===== src/rtl/pipe_stage_skid.sv =====
// Parametrised pipeline stage register: valid/ready handshake, 2-entry skid buffer, sync flush.
// Optional stall counter enabled by defining PIPE_STAGE_STALL_CNT_EN.
module pipe_stage_skid #(
  parameter int                 DATA_W    = 48,
  parameter int                 CTRL_W    = 8,
  parameter logic [DATA_W-1:0]  RESET_VAL = '0,
  parameter int                 CNT_W     = 16
) (
  input  logic              clk,
  input  logic              rst,
  input  logic              flush,
  input  logic              in_valid,
  input  logic [DATA_W-1:0] in_data,
  output logic              in_ready,
  output logic              out_valid,
  output logic [DATA_W-1:0] out_data,
  input  logic              out_ready,
  output logic [CNT_W-1:0]  stall_cnt
);

  // Builds the mask of low-order control bits; CTRL_W may be 0 or DATA_W.
  function automatic logic [DATA_W-1:0] ctrl_mask_f();
    logic [DATA_W-1:0] m;
    m = '0;
    for (int i = 0; i < DATA_W; i++) begin
      if (i < CTRL_W) begin
        m[i] = 1'b1;
      end else begin
        m[i] = 1'b0;
      end
    end
    return m;
  endfunction

  localparam logic [DATA_W-1:0] CTRL_MASK = ctrl_mask_f();

  logic              m_v_r;
  logic [DATA_W-1:0] m_d_r;
  logic              s_v_r;
  logic [DATA_W-1:0] s_d_r;
  logic              accept_s;
  logic              drain_s;

  // Handshake qualifiers; in_ready depends only on a flop, so no comb path crosses stages.
  always_comb begin
    accept_s = 1'b0;
    drain_s  = 1'b0;
    if (in_valid && !s_v_r) begin
      accept_s = 1'b1;
    end else begin
      accept_s = 1'b0;
    end
    if (m_v_r && out_ready) begin
      drain_s = 1'b1;
    end else begin
      drain_s = 1'b0;
    end
  end

  assign in_ready  = ~s_v_r;
  assign out_valid = m_v_r;

  // Bubbles present control bits as zero so write enables never fire on an empty slot.
  always_comb begin
    out_data = m_d_r;
    if (m_v_r) begin
      out_data = m_d_r;
    end else begin
      out_data = m_d_r & ~CTRL_MASK;
    end
  end

  // Main/skid storage update; skid always empties into main before a newer beat.
  always_ff @(posedge clk) begin
    if (rst) begin
      m_v_r <= 1'b0;
      s_v_r <= 1'b0;
      m_d_r <= RESET_VAL;
      s_d_r <= RESET_VAL;
    end else if (flush) begin
      m_v_r <= 1'b0;
      s_v_r <= 1'b0;
    end else if (drain_s || !m_v_r) begin
      if (s_v_r) begin
        m_v_r <= 1'b1;
        m_d_r <= s_d_r;
        s_v_r <= 1'b0;
      end else if (accept_s) begin
        m_v_r <= 1'b1;
        m_d_r <= in_data;
      end else begin
        m_v_r <= 1'b0;
      end
    end else begin
      if (accept_s) begin
        s_v_r <= 1'b1;
        s_d_r <= in_data;
      end else begin
        s_v_r <= s_v_r;
      end
    end
  end

`ifdef PIPE_STAGE_STALL_CNT_EN
  logic [CNT_W-1:0] stall_cnt_r;

  // Saturating count of cycles a valid beat waits on downstream.
  always_ff @(posedge clk) begin
    if (rst) begin
      stall_cnt_r <= '0;
    end else if (m_v_r && !out_ready && !flush && (stall_cnt_r != {CNT_W{1'b1}})) begin
      stall_cnt_r <= stall_cnt_r + {{(CNT_W-1){1'b0}}, 1'b1};
    end else begin
      stall_cnt_r <= stall_cnt_r;
    end
  end

  assign stall_cnt = stall_cnt_r;
`else
  assign stall_cnt = '0;
`endif

endmodule


===== config.mk =====
export PLATFORM = sky130hd
export DESIGN_NAME = pipe_stage_skid
export DESIGN_NICKNAME = d
export VERILOG_FILES = /design/src/rtl/pipe_stage_skid.sv
export SDC_FILE = /design/constraint.sdc
export NUM_CORES = 1
export LEC_CHECK = 0
export CORE_MARGIN = 4
export CORE_UTILIZATION = 50
export DETAILED_ROUTE_END_ITERATION = 10
export PLACE_DENSITY_LB_ADDON = 0.05
export RECOVER_POWER = 25
export SETUP_SLACK_MARGIN = 0.2
export SLEW_MARGIN = 0
export SYNTH_ARGS = -nofsm -noshare
export SYNTH_HDL_FRONTEND = slang
export SYNTH_SLANG_ARGS = --single-unit

===== constraint.sdc =====
create_clock -name clk -period 2.4 [get_ports clk]
set_clock_uncertainty 0.15 [all_clocks]
set_input_delay 0.72 -clock clk [delete_from_list [all_inputs] [get_ports clk]]
set_output_delay 0.72 -clock clk [all_outputs]
set_load 0.01 [all_outputs]

==> impl_metrics.env, run 1 <==
export IMPL_min_from="s_d_r[16]"
export IMPL_cts_root_buf="clkbuf_8"
export IMPL_vias_per_cell=5.07
export IMPL_relSlewSlack=0.653
export IMPL_num_rows=35
export IMPL_cp_end_kind="primary output"
export IMPL_yosysSeqAreaShare=0.403
export IMPL_grt_util_met2=0.293
export IMPL_status="completed"
export IMPL_syn_to_final_growth_pct=20.8
export IMPL_io_pins=119
export IMPL_yosys_warnings=0
export IMPL_rsz0062_at_grt="yes"
export IMPL_dr_pass1_iters=4
export IMPL_r2r_cells=5
export IMPL_p_sw_frac=0.244
export IMPL_r2r_end="m_d_r[0]"
export IMPL_arrival_ns=1.42
export IMPL_crit_path_cell_trace="and2_1, clkdlybuf4s50_1"
export IMPL_rr_startpoint="s_v_r"
export IMPL_cpPeakStageDelay_ns=0.53
export IMPL_whs_path_depth=2
export IMPL_start_util=0.520
export IMPL_startpoint_type="flop"
export IMPL_clock_sinks=98
export IMPL_drive_above_1_share=0.0651
export IMPL_cap_violations=0
export IMPL_die_area_mm2=0.0114
export IMPL_grt_overflow_total=0
export IMPL_setup_viol=0
export IMPL_path_delay_family="buffers and inverters"
export IMPL_ys_top_cells_by_count="dfxtp_1 (98), nand2b_1 (97), mux2i_1 (96)"
export IMPL_rrSetupSlack_ns=0.36
export IMPL_clock_latency_ns=0.35
export IMPL_antenna_left=0
export IMPL_fin_crit_sh=0.954
export IMPL_clk_transition_reported_paths_ns=0.09
export IMPL_grt_max_degree=56
export IMPL_cts_made_buffers=9
export IMPL_synth_area_leader_cell="dfxtp_1"
export IMPL_p_int_mw=2.53
export IMPL_crit_path_start="out_valid"
export IMPL_diodes=0
export IMPL_final_hold_violation_count=0
export IMPL_ir_drop_uv=285
export IMPL_tns_ns=0
export IMPL_ys_flop_type="dfxtp_1"
export IMPL_utilization=0.628
export IMPL_htreeDepth=3
export IMPL_ys_seq_elements=98
export IMPL_hp_class="reg -> reg"
export IMPL_cp_max_fo=10
export IMPL_avgSynthCellArea_um2=9.71
export IMPL_coreArea_mm2=0.00937
export IMPL_clockPowerShare=0.339
export IMPL_drtIter0Drc=100
export IMPL_comb_power_share=0.147
export IMPL_met1_usage=0.257
export IMPL_maxSlewViolCount=0
export IMPL_routed_via_count=3460
export IMPL_synth_enable_flop_cells=0
export IMPL_yosys_top_cells_area="dfxtp_1 (40%), mux2i_1 (20%), nand2b_1 (12%)"
export IMPL_switchingPower_mw=0.816
export IMPL_grt_pass1_wl_um=17300
export IMPL_fmax_mhz=437
export IMPL_place_congestion=0.734
export IMPL_crit_type="reg -> out"
export IMPL_n_fill_cell=839
export IMPL_synth_area_mm2=0.00487
export IMPL_die_x_um=107
export IMPL_hpwl_um=6850
export IMPL_grt_use_total=0.185
export IMPL_cp_slowest_cell="clkdlybuf4s50_1"
export IMPL_cp_required_ns=1.53
export IMPL_tightest_slew_ns=0.520
export IMPL_grt_busiest_layer="met2"
export IMPL_yosysMostFrequentCell="dfxtp_1"
export IMPL_fin_crit_ns=2.29
export IMPL_drc=0
export IMPL_p_per_area_mw_per_mm2=569
export IMPL_postCtsHoldBufs=0
export IMPL_multi_input_area_mm2=0.00233
export IMPL_antenna_found_initial=0
export IMPL_ys_async_sr_fraction=0
export IMPL_num_nets_final=602
export IMPL_synth_cell_types=16
export IMPL_grt_pass1_vias=3443
export IMPL_path_buf_inv=1
export IMPL_p_seq_frac=0.514
export IMPL_hold_end="s_d_r[16]"
export IMPL_fp_dieH_um=107
export IMPL_cts_tree="built"
export IMPL_syn_inst=502
export IMPL_cts_buffer_depth=2
export IMPL_seqCellArea_mm2=0.00197
export IMPL_routed_wl_um=10300
export IMPL_p_leak_nw=1.96
export IMPL_yosysTopAreaCellShare=0.403
export IMPL_use_met3=0.0349
export IMPL_portBuffers=102
export IMPL_routedWlPerCell_um=15.1
worst max-delay path by stage:
stage	endpoint	slack (ns)	cells after the start
2_1_floorplan	s_d_r[27]	0.40	6
3_3_place_gp	s_d_r[21]	-0.04	5
3_5_place_dp	s_d_r[24]	-0.05	5
4_1_cts	out_data[7]	0.08	2
5_1_grt	m_d_r[42]	0.03	6
6_report	out_data[7]	0.11	2
layer usage:
layer,up-vias,share of wire
met5,-,0
met4,0,0.0093
met3,8,0.048
met2,79,0.47
met1,1625,0.47
li1,1748,-
area by class of cell:
class                   instances  share of cell area
repair buffers                120               0.206
multi-input cells             319               0.395
well taps                     129              0.0274
flip-flops and latches         98               0.335
inverters                       1            0.000638
clock inverters                 3             0.00787
clock buffers                  12              0.0283
power groups by stage:
stage	sequential [mW]	combinational (mW)	clock, mW
2_1_floorplan	1.75	0.328	0
5_1_grt	1.73	0.539	1.24
3_5_place_dp	1.76	0.494	0
3_3_place_gp	1.76	0.487	0
4_1_cts	1.72	0.497	1.17
6_report	1.72	0.491	1.14
flip-flops by register name, summed over array words and instances (netlist names):
register and cells:
s_v_r 1, s_d_r 48, out_valid 1, m_d_r 48
tightest hold or removal path, cell delays in order, from the launching register on:
cell and delay (ns):
dfxtp_1 0.32, nand2b_1 0.06, mux2i_1 0.06
cells in the final DEF, fill, tap and decap left out, drive strengths merged:
| master | synthesis | routed |
|---|---|---|
| dlygate4sd2 | 0 | 3 |
| a211oi | 49 | 49 |
| mux2i | 96 | 96 |
| a21oi | 48 | 48 |
| conb | 1 | 16 |
| clkinvlp | 0 | 1 |
| dfxtp | 98 | 98 |
| clkinv | 0 | 1 |
| clkdlybuf4s50 | 0 | 97 |
| nor4b | 1 | 1 |
| clkbuf | 25 | 14 |
| dlymetal6s2s | 0 | 1 |
| buf | 74 | 17 |
| nand2b | 97 | 97 |
| o21ba | 1 | 1 |
| and2 | 9 | 9 |
| bufinv | 0 | 1 |
| nor4 | 1 | 1 |
| nor2 | 1 | 1 |
| inv | 1 | 1 |
cells by family after synthesis:
| logic type | Yosys count | share of synthesized area |
|---|---|---|
| AO/OA/AOI/OAI | 98 | 0.127 |
| flip-flops | 98 | 0.403 |
| multiplexers | 96 | 0.197 |
| buffers and inverters | 100 | 0.130 |
| other | 1 | 0.000769 |
| AND/OR/NAND/NOR | 109 | 0.143 |
through the flow:
stage / instances / power (mW) / hold WS [ns] / instance area, um^2 / setup WS, ns
detailed placement: 665 / 2.25 / 0.314 / 5670 / -0.0497
global route: 682 / 3.51 / 0.350 / 5890 / 0.0288
global placement: 665 / 2.25 / 0.307 / 5670 / -0.0377
CTS: 681 / 3.38 / 0.331 / 5890 / 0.0782
finish: 682 / 3.35 / 0.330 / 5890 / 0.110
floorplan: 517 / 2.08 / 0.298 / 4930 / 0.402
timing repair:
action	in CTS	in global routing
gates resized for setup	5	1
setup endpoints to repair	10	7
buffers inserted	1	1
endpoints found under the hold margin	0	0
Power figures use the tool's default switching activity.
==> run 2, diff against run 1 <==
--- a/config.mk
+++ b/config.mk
@@ -8,9 +8,11 @@
 export CORE_MARGIN = 4
 export CORE_UTILIZATION = 50
 export DETAILED_ROUTE_END_ITERATION = 10
+export GPL_TIMING_DRIVEN = 0
 export PLACE_DENSITY_LB_ADDON = 0.05
 export RECOVER_POWER = 25
 export SETUP_SLACK_MARGIN = 0.2
+export SKIP_CTS_REPAIR_TIMING = 1
 export SLEW_MARGIN = 0
 export SYNTH_ARGS = -nofsm -noshare
 export SYNTH_HDL_FRONTEND = slang
==> run 2 against run 1 <==
  * Final cell count rose by 13%
  * Worst hold slack lost 0.0016 ns
  * Power rose by 1.5%
  * First-iteration DRC count increased by 23%
  * Critical path depth did not move
  * Clock power shrank 4%
  * Sequential power hardly changed
  * Critical path type unchanged
  * Largest cell class unchanged
  * Highest routed layer unchanged
==> impl_metrics.env, run 2 (synthesis gave the netlist of run 1 again) <==
export IMPL_met3_length_um=587
export IMPL_postPlaceCellArea_mm2=0.00610
export IMPL_routed_via_count=3860
export IMPL_clock_latency_ns=0.35
export IMPL_start_util=0.520
export IMPL_die_x_um=107
export IMPL_crit_path_cell_trace="and2_1, clkdlybuf4s50_1"
export IMPL_setup_ws_ns=0.138
export IMPL_tightest_slew_ns=0.529
export IMPL_cap_violations=0
export IMPL_maxSlewViolCount=0
export IMPL_cts_tree="built"
export IMPL_arrival_ns=1.39
export IMPL_cp_end_kind="primary output"
export IMPL_clk_transition_reported_paths_ns=0.10
export IMPL_die_area_mm2=0.0114
export IMPL_seqCellArea_mm2=0.00197
export IMPL_cpPeakStageDelay_ns=0.53
export IMPL_antenna_found_initial=0
export IMPL_p_leak_nw=2.77
export IMPL_grt_pass1_wl_um=18700
export IMPL_fin_crit_sh=0.943
export IMPL_cts_made_buffers=9
export IMPL_n_fill_cell=779
export IMPL_min_from="s_d_r[29]"
export IMPL_path_delay_family="buffers and inverters"
export IMPL_cp_required_ns=1.53
export IMPL_layout_common_cells="nand2b_1 (97), mux2i_1 (95), dfxtp_1 (95), buf_4 (63), clkdlybuf4s50_1 (53)"
export IMPL_portBuffers=101
export IMPL_routedWlPerCell_um=15.3
export IMPL_syn_to_final_growth_pct=33.7
export IMPL_drive_above_1_share=0.161
export IMPL_startpoint_type="flop"
export IMPL_wl_met1_um=5360
export IMPL_p_per_area_mw_per_mm2=522
export IMPL_grt_pass1_vias=3916
export IMPL_status="completed"
export IMPL_antenna_left=0
export IMPL_fmax_mhz=442
export IMPL_fp_dieH_um=107
export IMPL_vias_per_cell=5.02
export IMPL_utilization=0.695
export IMPL_diodes=0
export IMPL_grt_max_degree=18
export IMPL_pre_cts_slack_ns=-0.281
export IMPL_cp_slowest_cell="clkdlybuf4s50_1"
export IMPL_hpwl_um=8260
export IMPL_met2_length_um=5760
export IMPL_drc=0
export IMPL_cts_buffer_depth=2
export IMPL_place_congestion=0.774
export IMPL_final_common_cell="nand2b_1"
export IMPL_ir_drop_uv=395
export IMPL_cp_max_fo=6
export IMPL_rr_startpoint="out_valid"
export IMPL_setup_viol=0
export IMPL_multi_input_area_mm2=0.00234
export IMPL_cts_root_buf="clkbuf_8"
export IMPL_hp_class="reg -> reg"
export IMPL_rsz0062_at_grt="yes"
export IMPL_num_rows=35
export IMPL_grt_overflow_total=0
export IMPL_grt_use_total=0.200
export IMPL_design_area_mm2=0.00652
export IMPL_drtIter0Drc=123
export IMPL_top_layer="met4"
export IMPL_routed_wl_um=11800
export IMPL_htreeDepth=3
export IMPL_top_regs="m_d_r x48, s_d_r x48"
export IMPL_final_hold_violation_count=0
export IMPL_num_nets_final=688
export IMPL_clock_sinks=98
export IMPL_dr_pass1_iters=4
export IMPL_path_buf_inv=1
export IMPL_finalPower_mw=3.40
export IMPL_rrSetupSlack_ns=0.51
export IMPL_relSlewSlack=0.647
export IMPL_fin_crit_ns=2.26
export IMPL_crit_path_start="out_valid"
export IMPL_crit_type="reg -> out"
export IMPL_io_pins=119
export IMPL_coreArea_mm2=0.00937
run 2: cell types whose count changed in the layout (fill, tap and decap cells not counted), sizes merged:
cell,previous run,this run
buf,17,72
clkbuf,14,43
clkdlybuf4s25,0,17
clkdlybuf4s50,97,53
dlygate4sd2,3,0
dlymetal6s2s,1,31
inv,1,4
run 2: final cells by class:
type | count | share of cell area
Timing Repair Buffer | 107 | 0.179
Clock inverter | 6 | 0.0111
Clock buffer | 10 | 0.0196
Multi-Input combinational cell | 319 | 0.359
Buffer | 99 | 0.104
Inverter | 1 | 0.000576
Sequential cell | 98 | 0.302
Tap cell | 129 | 0.0248
run 2: stage by stage:
stage | hold slack [ns] | instances | TNS, ns
final | 0.328 | 769 | 0
after global routing | 0.351 | 769 | 0
after CTS | 0.332 | 763 | -0.615
after detailed placement | 0.318 | 747 | -11.81
after global placement | 0.308 | 747 | -10.46
after floorplan | 0.298 | 517 | 0
run 2: worst paths after layout:
| path | to | cells after the start |
|---|---|---|
| min | s_d_r[29] | 2 |
| max reg2reg | s_d_r[47] | 7 |
| min reg2reg | s_d_r[29] | 2 |
| max | out_data[1] | 2 |
run 2: per-layer routing:
| metal | track usage | vias up |
|---|---|---|
| met2 | 0.340 | 98 |
| met3 | 0.0397 | 8 |
| met4 | 0.0539 | 0 |
| met5 | 0 | - |
| met1 | 0.259 | 1836 |
| li1 | - | 1918 |
run 2: worst min-delay path, stage by stage (launching register included):
cell      delay, ns
dfxtp_1        0.33
nand2b_1       0.06
mux2i_1        0.05
run 2: report_power, final:
part,total [mW],switching (mW),internal [mW]
Combinational,0.570,0.242,0.328
Clock,1.10,0.606,0.497
Sequential,1.73,0.0377,1.69
==> run 3, diff against run 2 <==
--- a/config.mk
+++ b/config.mk
@@ -7,6 +7,7 @@
 export LEC_CHECK = 0
 export CORE_MARGIN = 4
 export CORE_UTILIZATION = 50
+export CTS_CLUSTER_SIZE = 10
 export DETAILED_ROUTE_END_ITERATION = 10
 export GPL_TIMING_DRIVEN = 0
 export PLACE_DENSITY_LB_ADDON = 0.05
==> results of run 3 <==
The final DEF is identical to that of run 2; final timing and power are the same.
